`src/rtl/inst_queue.sv`:
```
// Instruction fetch queue between the PC stage and the decode stage.
// Issues one fetch per free slot, stores in-order memory responses, and
// presents the oldest fetched instruction to the consumer. A flush empties
// the queue and silently discards responses still in flight.
//
// Ports:
//   clk, reset               clock, asynchronous active-high reset
//   pc_value                 current fetch address from the PC stage
//   need_insert              PC advance strobe (same as imem_req)
//   imem_req/imem_addr       fetch request and address to instruction memory
//   imem_valid/imem_data     in-order memory response
//   flush                    discard all queued and in-flight instructions
//   inst_valid/inst_out/inst_pc  head instruction towards the consumer
//   inst_ready               consumer accepts the head this cycle
//
// Optional feature: define INST_QUEUE_BYPASS_EN to forward a response straight
// to the outputs when the queue holds no fetched instruction.
module inst_queue #(
    parameter int unsigned ADDR_WIDTH = 32,
    parameter int unsigned INST_WIDTH = 32,
    parameter int unsigned DEPTH      = 4
) (
    input  logic                  clk,
    input  logic                  reset,
    input  logic [ADDR_WIDTH-1:0] pc_value,
    output logic                  need_insert,
    output logic                  imem_req,
    output logic [ADDR_WIDTH-1:0] imem_addr,
    input  logic                  imem_valid,
    input  logic [INST_WIDTH-1:0] imem_data,
    input  logic                  flush,
    output logic                  inst_valid,
    output logic [INST_WIDTH-1:0] inst_out,
    output logic [ADDR_WIDTH-1:0] inst_pc,
    input  logic                  inst_ready
);

    localparam int unsigned IDX_W  = (DEPTH > 1) ? $clog2(DEPTH) : 1;
    localparam int unsigned PTR_W  = IDX_W + 1;
    // Drops can accumulate across back-to-back flushes, so leave headroom.
    localparam int unsigned DROP_W = PTR_W + 3;

    logic [PTR_W-1:0]      head_q, head_d;
    logic [PTR_W-1:0]      fill_q, fill_d;
    logic [PTR_W-1:0]      tail_q, tail_d;
    logic [DROP_W-1:0]     drop_cnt_q, drop_cnt_d;
    logic [ADDR_WIDTH-1:0] pc_q   [DEPTH];
    logic [INST_WIDTH-1:0] inst_q [DEPTH];
    logic [DEPTH-1:0]      filled_q;

    logic [IDX_W-1:0] head_idx, fill_idx, tail_idx;
    logic [PTR_W-1:0] occupancy, pending;
    logic             resp_ok, stored_valid, bypass, byp_take;
    logic             do_pop, do_fill, do_drop, flush_resp;

    assign head_idx  = head_q[IDX_W-1:0];
    assign fill_idx  = fill_q[IDX_W-1:0];
    assign tail_idx  = tail_q[IDX_W-1:0];
    assign occupancy = tail_q - head_q;
    assign pending   = tail_q - fill_q;

    // Fetch request: occupancy uses the registered head, so a pop frees a slot next cycle.
    assign imem_req    = !reset && !flush && (occupancy < PTR_W'(DEPTH));
    assign need_insert = imem_req;
    assign imem_addr   = pc_value;

    // A response is usable only when it is not owed to a pre-flush request
    // and some request is actually outstanding (stray responses are ignored).
    assign resp_ok      = imem_valid && !flush && (drop_cnt_q == '0) && (pending != '0);
    assign stored_valid = (head_q != fill_q) && filled_q[head_idx];

`ifdef INST_QUEUE_BYPASS_EN
    assign bypass = resp_ok && (head_q == fill_q);
`else
    assign bypass = 1'b0;
`endif

    // Head presentation: stored entry first, otherwise the forwarded response.
    always_comb begin
        inst_valid = 1'b0;
        inst_out   = '0;
        inst_pc    = '0;
        if (!reset && !flush) begin
            if (stored_valid) begin
                inst_valid = 1'b1;
                inst_out   = inst_q[head_idx];
                inst_pc    = pc_q[head_idx];
            end else if (bypass) begin
                inst_valid = 1'b1;
                inst_out   = imem_data;
                inst_pc    = pc_q[fill_idx];
            end
        end
    end

    assign do_pop     = inst_valid && inst_ready;
    assign byp_take   = bypass && inst_ready;
    assign do_fill    = resp_ok && !byp_take;
    assign do_drop    = imem_valid && !flush && (drop_cnt_q != '0);
    assign flush_resp = imem_valid && ((drop_cnt_q != '0) || (pending != '0));

    // Pointer and drop-counter next state.
    always_comb begin
        head_d     = head_q;
        fill_d     = fill_q;
        tail_d     = tail_q;
        drop_cnt_d = drop_cnt_q;
        if (flush) begin
            head_d     = '0;
            fill_d     = '0;
            tail_d     = '0;
            // Every request still owed a response becomes a drop, less the one arriving now.
            drop_cnt_d = drop_cnt_q + DROP_W'(pending) - DROP_W'(flush_resp);
        end else begin
            if (do_pop) begin
                head_d = head_q + PTR_W'(1);
            end
            if (do_fill || byp_take) begin
                fill_d = fill_q + PTR_W'(1);
            end
            if (imem_req) begin
                tail_d = tail_q + PTR_W'(1);
            end
            if (do_drop) begin
                drop_cnt_d = drop_cnt_q - DROP_W'(1);
            end
        end
    end

    // Pointer registers.
    always_ff @(posedge clk or posedge reset) begin
        if (reset) begin
            head_q     <= '0;
            fill_q     <= '0;
            tail_q     <= '0;
            drop_cnt_q <= '0;
        end else begin
            head_q     <= head_d;
            fill_q     <= fill_d;
            tail_q     <= tail_d;
            drop_cnt_q <= drop_cnt_d;
        end
    end

    // Entry storage. Tail and fill slots never coincide: a request needs a
    // free slot, and a fill needs an outstanding request.
    always_ff @(posedge clk or posedge reset) begin
        if (reset) begin
            filled_q <= '0;
            for (int i = 0; i < int'(DEPTH); i++) begin
                pc_q[i]   <= '0;
                inst_q[i] <= '0;
            end
        end else begin
            if (imem_req) begin
                pc_q[tail_idx]     <= pc_value;
                filled_q[tail_idx] <= 1'b0;
            end
            if (do_fill) begin
                inst_q[fill_idx]   <= imem_data;
                filled_q[fill_idx] <= 1'b1;
            end
        end
    end

endmodule

```
`config.mk`:
```
export PLATFORM = sky130hd
export DESIGN_NAME = inst_queue
export DESIGN_NICKNAME = d
export VERILOG_FILES = /design/src/rtl/inst_queue.sv
export SDC_FILE = /design/constraint.sdc
export NUM_CORES = 1
export LEC_CHECK = 0
export CORE_ASPECT_RATIO = 0.5
export CORE_MARGIN = 10
export CORE_UTILIZATION = 40
export CTS_CLUSTER_DIAMETER = 50
export CTS_CLUSTER_SIZE = 25
export DETAILED_ROUTE_END_ITERATION = 10
export PLACE_DENSITY_LB_ADDON = 0.15
export RECOVER_POWER = 50
export SLEW_MARGIN = 20
export SYNTH_ARGS = -nofsm -noshare
export SYNTH_HDL_FRONTEND = slang
export SYNTH_SLANG_ARGS = --single-unit
```
`constraint.sdc`:
```
create_clock -name clk -period 10.15 [get_ports clk]
set_input_delay 1.5225 -clock clk [delete_from_list [all_inputs] [get_ports clk]]
set_output_delay 1.5225 -clock clk [all_outputs]
set_load 0.005 [all_outputs]
```
Word level (Yosys, flattened, before mapping)
Index checks and enable logic that the tools add are counted.
{"block": "totals", "word_cells": 96, "ff_bits": 275, "output_inout_bits": 99, "inputBits": 69}
{"block": "op_classes", "order_cmp": 11, "reduce_logical": 23, "n_eq_ne": 1, "addsub": 8, "n_mux": 34, "bitwise": 6}
{"cell": "$mux 32", "count": 10}
{"cell": "$bwmux 128", "count": 2}
{"cell": "$bmux 32 s2", "count": 2}
{"cell": "$demux 32 s2", "count": 2}
{"cell": "$mux 3", "count": 6}
{"cell": "$logic_and 1x1->1", "count": 13}
{"cell": "$mux 6", "count": 2}
{"cell": "$add 3x1->3 const B", "count": 3}
{"cell": "$ge 3x3->1 const B", "count": 3}
{"cell": "$lt 2x3->1 const B", "count": 3}
{"cell": "$not 2->3", "count": 3}
{"cell": "$mux 4", "count": 2}
{"cell": "$reduce_bool 2->1", "count": 4}
{"cell": "$add 6x3->6", "count": 1}
{"cell": "$logic_not 6->1", "count": 1}
{"cell": "$lt 3x1->1 const B", "count": 2}
{"cell": "$reduce_bool 6->1", "count": 1}
{"cell": "$sub 3x3->3", "count": 2}
{"cell": "$sub 6x1->6", "count": 1}
{"cell": "$sub 6x1->6 const B", "count": 1}
{"cell": "$mux 1", "count": 5}
{"cell": "$and 4x4->4", "count": 1}
{"cell": "$demux 1 s2", "count": 2}
{"cell": "$ge 2x1->1 const B", "count": 2}
{"cell": "other kinds (8)", "count": 9}

Longest topological paths before layout
Gate-level depths: netlist of run 1.
{"block": "logic_depth", "ltp_word": 9, "mapped_depth": 17, "mapped_depth_nobuf": 17}

Worst setup path before layout of run 1
No wires, ideal clock.
{"block": "synth_timing", "kind": "input-to-reg", "startpoint": "input reset", "endpoint": "register tail_q[0]", "setup_slack_ns": 2.056, "arrival_time_ns": 7.947, "setup_ns": 0.147, "path_buffers": 0, "required_time_ns": 10.003, "path_stages": 3, "path_cell_list": "inv_1 > a211oi_1 > a31o_2"}
{"block": "synth_between", "elab_chain_cells": 4}
{"item": "start: declaration", "line": "24", "text": "input logic reset,"}
{"item": "$logic_not 1->1 (no source line)"}
{"item": "$logic_and 1x1->1 (2 in a row)", "line": "63", "text": "assign imem_req = !reset && !flush && (occupancy < PTR_W'(DEPTH));"}
{"item": "$reduce_bool 2->1 (no source line)"}
{"item": "end signal: assignment", "line": "140", "text": "tail_q <= tail_d;"}
{"item": "end: declaration", "line": "45", "text": "logic [PTR_W-1:0] tail_q, tail_d;"}
No other way between the ends.
A chain may end at the register's enable or synchronous reset.

Worst setup path in the final report of run 1
{"block": "layout_timing", "startpoint": "input flush", "endpoint": "output inst_out[19]"}
{"block": "layout_between", "elab_chain_cells": 3}
{"item": "start: declaration", "line": "31", "text": "input logic flush,"}
{"item": "$logic_not 1->1", "line": "83", "text": "if (!reset && !flush) begin"}
{"item": "$logic_and 1x1->1", "line": "83"}
{"item": "$mux 32", "line": "83"}
{"item": "end: declaration", "line": "33", "text": "output logic [INST_WIDTH-1:0] inst_out,"}
No other way between the ends.

==> results of run 1 <==
[power by group]
part	internal (mW)	switching [mW]	total, mW
registers	1.36	0.123	1.48
clock network	0.431	0.444	0.876
logic	0.411	0.247	0.658
[cells in the final DEF, fill, tap and decap left out, types with 3 or more instances in the layout]
master           synthesis  layout
a211oi_1                 3       3
a21oi_1                  3       3
a22o_2                   3       3
and2_1                  65      64
buf_4                   34       9
clkbuf_1                25       7
clkbuf_16                0      22
clkdlybuf4s50_1          0     164
clkinv_2                 0       4
clkinv_8                 0       4
dfrtp_1                275     273
dlygate4sd3_1            0       3
ha_1                    23      23
inv_1                   22      21
mux2_2                 256     256
mux2i_1                  4       4
mux4_2                  65      65
nand2_1                 13      13
nand3_1                  9       9
nor2_1                  10      10
o21ai_0                  5       5
xnor2_1                 11      11
xor2_1                   6       6
[registers in the layout, summed over array words and instances, names as in the netlist]
name        count
filled_q        4
tail_q          3
inst_q        128
pc_q          128
fill_q          3
drop_cnt_q      6
head_q          3
[worst min path at each step]
stage                              to  depth (start not counted)   startpoint
final                     filled_q[2]                          1  filled_q[2]
after detailed placement  filled_q[2]                          1  filled_q[2]
after global placement    filled_q[2]                          1  filled_q[2]
after CTS                 filled_q[2]                          1  filled_q[2]
after global routing       inst_q[19]                          1   inst_q[19]
after floorplan           filled_q[2]                          1  filled_q[2]
[final cells by class]
class / count / area (um2) / share of cell area
multi-input combinational: 500 / 5685 / 0.3624
tap: 432 / 540.5 / 0.03445
timing repair buffer: 180 / 1754 / 0.1118
clock inverter: 14 / 148.9 / 0.009490
inverter: 22 / 95.09 / 0.006061
sequential: 275 / 6889 / 0.4391
clock buffer: 26 / 575.6 / 0.03669
[metal layers]
metal | GRT usage | vias up
met5 | 0 | -
met4 | 0.02866 | 0
met3 | 0.02648 | 34
met2 | 0.2533 | 103
met1 | 0.1764 | 3905
li1 | - | 3392
[through the flow]
stage	setup WS [ns]	cells	power (mW)	utilization
floorplan	1.008	882	1.991	-
global placement	3.713	1409	2.137	0.4677
detailed placement	3.633	1409	2.173	0.4677
CTS	3.613	1449	3.064	0.4903
global route	3.185	1449	3.203	0.4885
finish	3.896	1449	3.013	0.4885
[kinds of logic (layout without fill, tap and decap cells)]
family                   after synthesis  count (layout)
XOR/XNOR                              18              18
AO/OA/AOI/OAI                         27              27
AND/OR/NAND/NOR                      105             105
multiplexers                         325             325
flip-flops                           275             275
adder cells (fa/ha/maj)               25              25
buffers and inverters                107             242
==> run metrics, run 1 <==
top cells by area, synth dfrtp_1 52%, mux2_2 22%, mux4_2 11%; clk slew on worst S/H paths roughly 0.080 ns; WL met2 about 15000 um; worst skew pair latency approximately 0.53 ns; WP data required 8.63 ns; Iter 0 DRT Violations 379; DIE WIDTH 277.1 um; Synth Area in XOR/XNOR 0.01297; pin count of the biggest net entering global routing 155; drt wl/cell 20.28 um; failing checks capacitance limit, slew limit; mux cell area share after synthesis 0.3319; peak per-stage delay on the critical path 0.87 ns; PD cells 192.1 nW/um2; Synth area leader dfrtp_1; antenna viol nets, final 0; Setup crit end inst_out[19]; Clock Sinks 275; status finished with violations; R2R depth 7; Synth Net Count 976; Slew @ Worst Pin 4.037 ns; top routing layer in use met4; Critical Setup Path Class in -> out; final hold violations 0; post-route cell area 15690 um2; grt total ovfl 0; CP Launch Type input pin; Final Skew 0.01697 ns; Critical R2R Capture pc_q[102]; Initial Util 0.4115; post-synthesis async set-or-reset flop share 1.000; Filler Cell Count ~2800; Avg Cell Area, Syn 14.98 um2; Nets 1095; Crit path max-delay family buffers and inverters; drt drc 0; critical path depth in cells 6; most frequent cell after synthesis dfrtp_1; CTS tree done; Via Count 7434; number of flops mapped to enable cells by yosys 0; synthesized cell area 13220 um2; r2r startpoint head_q[1]; # setup viols final 0; Overall Global Routing Usage 0.1415; Post-Synth Adder-Cell Area 0.02481; Post-synth top flop dfrtp_1; CP arrival 4.73 ns; cts-stage hold buffer count 0; Peak VDD IR 0.1113 mV; RSZ-0062 raised after global routing false; Num CTS Buffers 22; initial antenna violation count 0; antenna cells 0; Commonest cells post-synth 275 x dfrtp_1, 256 x mux2_2, 65 x and2_1, 65 x mux4_2, 34 x buf_4; leakage power 7.047 nW; Post-CTS Resized 0; CTS Buffer Depth 3; Die ar. 41150 um2; Critical Path Source flush; largest family of logic cells by synthesized area multiplexers; Row Count 46; Post-Synth Simple-Gate Area 0.04545; Synth top area share 0.5207; CTS root buf clkbuf_16; first-pass GRT wire length 47240 um; Synth Area in Compound Gates 0.01638; CP Capture Type primary output; Post-Place Cell Area 15020 um2; final critical-path share of the clock period 0.6161; Max-slew headroom -1.691; Synth Register Bits 275; Setup TNS 0 ns; Post-DP HPWL 18480 um; reg-to-reg slack, setup between 5 and 6 ns; CP bufs+invs 3; vias in the first global route 8236; overall routed net length 29390 um; core area 32120 um2; drt pass-1 iters 4; fraction of layout cells with a size suffix above 1 0.3717; Via-to-Cell Ratio 5.130; slowest stage cell, crit path dlygate4sd3_1; WL met3 984 um; area delta synth->final 18.72%; post-synthesis sequential area ratio 0.5207; Chip Height between 100 and 150 um; cells after synthesis 882; I/O pin cnt 168; number of buffers added on ports 167; final hold slack 0.4971 ns; crit-path cells dlygate4sd3_1 > nor2_1 > o311a_2 > buf_4 > and2_1 > clkdlybuf4s50_1; count of different cell masters after synthesis 41; Placer Congestion 0.7632; minimum clock period 6.254 ns; Clock H-tree levels 1; count of final max-slew check failures 163; Highest Clock Rate 0.1599 GHz; Tightest Hold Check Type reg -> reg; Setup Fix Bufs, Post-CTS 0; crit-path max FO 36; met1 wire length ~13000 um; max-cap viol count 4; synth warn 0
Note: power is estimated with default switching activity, not from simulation.
==> run 2: changes to the inputs <==
==> constraint.sdc (replaced) <==
create_clock -name clk -period 5.7 [get_ports clk]
set_input_delay 0.855 -clock clk [delete_from_list [all_inputs] [get_ports clk]]
set_output_delay 0.855 -clock clk [all_outputs]
set_load 0.005 [all_outputs]
==> run metrics, run 2 (synthesis results as in run 1) <==
status finished with violations (unchanged); failing checks capacitance limit, slew limit (unchanged); CTS tree done (unchanged); slowest stage cell, crit path nor2_1 (was dlygate4sd3_1); final critical-path share of the clock period 0.8254; Num CTS Buffers 22 (unchanged); initial antenna violation count 1 (was 0); Final Util 0.4931 (was 0.4885); Die ar. 41150 um2 (unchanged); Reg power frac 0.483 (was 0.491); Clock Sinks 275 (unchanged); combinational share of power 0.214 (was 0.218); vias in the first global route 8181 (was 8236); crit-path cells dlygate4sd3_1 > clkbuf_1 > nor2_1 > o311a_2 > buf_4 > and2_1 > clkdlybuf4s50_1 (was dlygate4sd3_1 > nor2_1 > o311a_2 > buf_4 > and2_1 > clkdlybuf4s50_1); number of buffers added on ports 167 (unchanged); crit-path max FO 30 (was 36); Sw Ratio 0.2750 (was 0.2703); WP data required 4.85 ns (was 8.63 ns); Top Registers inst_q (128), pc_q (128), drop_cnt_q (6) (unchanged); most frequent cells in the layout 273 x dfrtp_1, 256 x mux2_2, 133 x clkdlybuf4s50_1 (was 273 x dfrtp_1, 256 x mux2_2, 164 x clkdlybuf4s50_1); CTS Buffer Depth 3 (unchanged); drt wl/cell 20.09 um (was 20.28 um); Tightest Hold Check Type reg -> reg (unchanged); Final Skew 0.01955 ns (was 0.01697 ns); CTS root buf clkbuf_16 (unchanged); Iter 0 DRT Violations 292 (was 379); peak per-stage delay on the critical path 0.60 ns (was 0.87 ns); CP arrival 3.85 ns (was 4.73 ns); core area 32120 um2 (unchanged); Post-DP HPWL 18240 um (was 18480 um); non-filler cells, final 1452 (was 1449); CP bufs+invs 4 (was 3); final hold violations 0 (unchanged); Clock H-tree levels 1 (unchanged); Nets 1098 (was 1095); # setup viols final 0 (unchanged); drt pass-1 iters 4 (unchanged); drt drc 0 (unchanged); switching power 1.499 mW (was 0.8145 mW); Max-slew headroom -0.6742 (was -1.691); area of the multi-input gates 5715 um2 (was 5685 um2); Chip Height 148.5 um (unchanged); Initial Util 0.4115 (unchanged); antenna viol nets, final 0 (unchanged); Critical Setup Path Class in -> out (unchanged); worst skew pair latency 0.54 ns (was 0.53 ns); Setup Fix Bufs, Post-CTS 0 (unchanged); Highest Clock Rate approximately 0.21 GHz; PD cells 344.1 nW/um2 (was 192.1 nW/um2); count of final max-slew check failures 148 (was 163); Slew @ Worst Pin 2.511 ns (was 4.037 ns); leakage power 7.116 nW (was 7.047 nW); Placer Congestion 0.7569 (was 0.7632); overall routed net length 29180 um (was 29390 um); grt total ovfl 0 (unchanged); CP Launch Type input pin (unchanged); Row Count 46 (unchanged); DIE WIDTH 277.1 um (unchanged); Crit path max-delay family buffers and inverters (unchanged); Setup TNS 0 ns (unchanged); first-pass GRT wire length 47130 um (was 47240 um); Filler Cell Count 2777 (was 2788); Post-CTS Resized 0 (unchanged); cts-stage hold buffer count 0 (unchanged); Peak VDD IR 0.1894 mV (was 0.1113 mV); minimum clock period 4.705 ns; max-cap viol count 3 (was 4); Pint 3.950 mW (was 2.199 mW); pin count of the biggest net entering global routing 185 (was 155); FF+latch area 6889 um2 (unchanged); Placed Cells 1411 (was 1409); Via Count 7506 (was 7434); RSZ-0062 raised after global routing false (unchanged); CP Capture Type primary output (unchanged); area delta synth->final 19.83% (was 18.72%); Clk pwr share 0.303 (was 0.291); fraction of layout cells with a size suffix above 1 0.3817 (was 0.3717); I/O pin cnt 168 (unchanged); commonest non-fill, non-tap cell in the layout dfrtp_1 (unchanged); Via-to-Cell Ratio 5.169 (was 5.130); clk slew on worst S/H paths 0.08 ns (about the same); Overall Global Routing Usage 0.1417 (was 0.1415)
[run 2: worst paths after layout]
kind,end,cells after the start,slack [ns],startpoint
setup / recovery,inst_out[3],7,1.0,flush
hold / removal,filled_q[2],1,0.50,filled_q[2]
setup reg to reg,pc_q[26],6,1.30,head_q[1]
hold reg to reg,filled_q[2],1,0.50,filled_q[2]
max in group asynchronous,inst_q[48],3,2.49,reset
min in group asynchronous,pc_q[0],2,0.91,reset
[run 2: per-stage QoR]
| step | power (mW) | hold slack (ns) | worst slack, ns | instance area (um2) |
|---|---|---|---|---|
| 6_report | 5.449 | 0.5012 | 0.9952 | 15840 |
| 5_1_grt | 5.788 | 0.5148 | 0.7635 | 15840 |
| 4_1_cts | 5.537 | 0.5048 | 1.322 | 15840 |
| 3_5_place_dp | 3.863 | 0.4839 | 1.473 | 15040 |
| 3_3_place_gp | 3.805 | 0.4819 | 1.531 | 15040 |
| 2_1_floorplan | 3.546 | 0.4656 | 0.04114 | 13220 |
[run 2: area by class of cell]
| type | count | share of cell area |
|---|---|---|
| tap | 432 | 0.03413 |
| antenna | 1 | 0.0001580 |
| sequential | 275 | 0.4351 |
| clock buffer | 23 | 0.03635 |
| multi-input combinational | 500 | 0.3609 |
| timing repair buffer | 183 | 0.1143 |
| inverter | 22 | 0.005294 |
| clock inverter | 16 | 0.01375 |
[run 2: worst register-to-register path, delay by kind of cell (launching register included)]
family	cells	cell delay [ns]
buf+inv	2	1.91
flops	1	0.97
mux	2	0.76
fa+ha+maj	1	0.32
compound gates	1	0.32
[run 2: metal layers]
| layer | track usage | wire length (um) | vias up |
|---|---|---|---|
| li1 | - | - | 3390 |
| met1 | 0.1774 | 12780 | 4020 |
| met2 | 0.2549 | 15330 | 66 |
| met3 | 0.02243 | 656 | 30 |
| met4 | 0.03083 | 404 | 0 |
| met5 | 0 | 0 | - |
[run 2: power by group through the flow]
stage / combinational [mW] / sequential (mW) / clock, mW
after floorplan: 0.946 / 2.60 / 0
after global placement: 1.16 / 2.65 / 0
after detailed placement: 1.19 / 2.67 / 0
after CTS: 1.19 / 2.63 / 1.71
after global routing: 1.30 / 2.69 / 1.80
final: 1.17 / 2.63 / 1.65
==> run 3: changes to the inputs <==
==> constraint.sdc (replaced) <==
create_clock -name clk -period 3.9 [get_ports clk]
set_input_delay 0.585 -clock clk [delete_from_list [all_inputs] [get_ports clk]]
set_output_delay 0.585 -clock clk [all_outputs]
set_load 0.005 [all_outputs]
==> run metrics, run 3 (synthesis results as in run 1) <==
Overall Global Routing Usage 0.1423 (was 0.1417); minimum clock period between 3 and 4 ns; Critical Setup Path Class reg -> out (was in -> out); post-route cell area 15780 um2 (was 15840 um2); CP bufs+invs 2 (was 4); Final Skew 0.01447 ns (was 0.01955 ns); commonest non-fill, non-tap cell in the layout dfrtp_1 (unchanged); overall routed net length 29070 um (was 29180 um); most frequent cells in the layout 273 x dfrtp_1, 256 x mux2_2, 134 x clkdlybuf4s50_1 (was 273 x dfrtp_1, 256 x mux2_2, 133 x clkdlybuf4s50_1); R2R depth 8 (was 6); number of buffers added on ports 167 (unchanged); Nets 1100 (was 1098); RSZ-0062 raised after global routing false (unchanged); CP Launch Type flip-flop (was input pin); failing checks capacitance limit, slew limit (unchanged); grt total ovfl 0 (unchanged); Filler Cell Count 2844 (was 2777); Setup TNS 0 ns (unchanged); Hold Crit Start inst_q[25] (was filled_q[2]); drt wl/cell 20.02 um (was 20.09 um); peak per-stage delay on the critical path 0.61 ns (was 0.60 ns); final hold violations 0 (unchanged); pin count of the biggest net entering global routing 157 (was 185); Initial Util 0.4115 (unchanged); r2r startpoint tail_q[0] (was head_q[1]); # setup viols final 0 (unchanged); Clock Sinks 275 (unchanged); core area 32120 um2 (unchanged); Post-Place Cell Area 15130 um2 (was 15040 um2); crit-path max FO 17 (was 30); fraction of layout cells with a size suffix above 1 0.3824 (was 0.3817); CP arrival 3.06 ns (was 3.85 ns); vias in the first global route 8407 (was 8181); antenna cells 0 (was 1); PD cells 495.8 nW/um2 (was 344.1 nW/um2); Peak VDD IR 0.2517 mV (was 0.1894 mV); status finished with violations (unchanged); clk slew on worst S/H paths 0.08 ns (about the same); Row Count 46 (unchanged); cts-stage hold buffer count 0 (unchanged); leakage power 7.082 nW (was 7.116 nW); Num CTS Buffers 20 (was 22); area delta synth->final 19.37% (was 19.83%); Max-slew headroom -0.5041 (was -0.6742); final critical-path share of the clock period 0.9350; Chip Height 148.5 um (unchanged); Overall Power 7.821 mW (was 5.449 mW); Tightest Hold Check Type reg -> reg (unchanged); slowest stage cell, crit path dfrtp_4 (was nor2_1); drt drc 0 (unchanged); reg-to-reg slack, setup 0.40 ns (was 1.30 ns); WP data required 3.31 ns (was 4.85 ns); Setup Fix Bufs, Post-CTS 0 (unchanged); Die ar. 41150 um2 (unchanged); crit-path cells inv_1 > ha_1 > a21oi_1 > xnor2_1 > and2_1 > clkdlybuf4s50_1 (was dlygate4sd3_1 > clkbuf_1 > nor2_1 > o311a_2 > buf_4 > and2_1 > clkdlybuf4s50_1); first-pass GRT wire length 47460 um (was 47130 um); I/O pin cnt 168 (unchanged); CP Capture Type primary output (unchanged); Post-CTS Resized 0 (unchanged); Post-DP HPWL 18470 um (was 18240 um); area of the multi-input gates 5714 um2 (was 5715 um2); Clock H-tree levels 1 (unchanged); Crit path max-delay family buffers and inverters (unchanged); drt pass-1 iters 4 (unchanged); Iter 0 DRT Violations 394 (was 292); max-cap viol count 3 (unchanged); Worst Hold Path EP inst_q[25] (was filled_q[2]); Highest Clock Rate between 0.2 and 0.3 GHz; antenna viol nets, final 0 (unchanged); Final Util 0.4912 (was 0.4931); CTS Buffer Depth 3 (unchanged); CTS root buf clkbuf_16 (unchanged); Via Count 7446 (was 7506); Top Registers inst_q (128), pc_q (128), drop_cnt_q (6) (unchanged); Critical R2R Capture inst_q[15] (was pc_q[26]); CTS tree done (unchanged); non-filler cells, final 1452 (unchanged); worst skew pair latency 0.52 ns (was 0.54 ns); initial antenna violation count 1 (unchanged); Placer Congestion 0.7400 (was 0.7569); Slew @ Worst Pin 2.256 ns (was 2.511 ns); FF+latch area 6889 um2 (unchanged); cell count of the worst hold path 1 (unchanged); DIE WIDTH 277.1 um (unchanged); Placed Cells 1416 (was 1411); count of final max-slew check failures 278 (was 148); Via-to-Cell Ratio 5.128 (was 5.169)
-- run 3: area by class of cell --
class	count	share of cell area
Multi-Input combinational cell	500	0.3622
Tap cell	432	0.03426
Clock inverter	13	0.01039
Sequential cell	275	0.4367
Inverter	22	0.005314
Clock buffer	23	0.03379
Timing Repair Buffer	187	0.1173
-- run 3: through the flow --
step,hold slack [ns],worst slack (ns)
3_3_place_gp,0.4817,0.6416
6_report,0.5050,0.2536
3_5_place_dp,0.4881,0.6105
2_1_floorplan,0.4656,-1.489
4_1_cts,0.5056,0.2043
5_1_grt,0.5204,0.05816
-- run 3: how the worst max path moves through the flow --
| stage | from | end | slack (ns) | depth (start not counted) |
|---|---|---|---|---|
| 2_1_floorplan | reset | tail_q[0] | -1.49 | 2 |
| 3_3_place_gp | head_q[1] | pc_q[54] | 0.64 | 7 |
| 3_5_place_dp | head_q[1] | pc_q[55] | 0.61 | 7 |
| 4_1_cts | head_q[1] | imem_req | 0.20 | 6 |
| 5_1_grt | head_q[1] | imem_req | 0.06 | 6 |
| 6_report | head_q[1] | imem_req | 0.25 | 6 |
-- run 3: power breakdown --
| group | switching (mW) | internal [mW] |
|---|---|---|
| Sequential | 0.332 | 3.53 |
| Combinational | 0.635 | 1.07 |
| Clock | 1.10 | 1.16 |
-- run 3: per-layer routing --
layer | GRT usage | vias up | wire length, um
met3 | 0.02368 | 30 | 665
met1 | 0.1770 | 3953 | 12790
met2 | 0.2597 | 70 | 15240
met5 | 0 | - | 0
li1 | - | 3393 | -
met4 | 0.02407 | 0 | 372
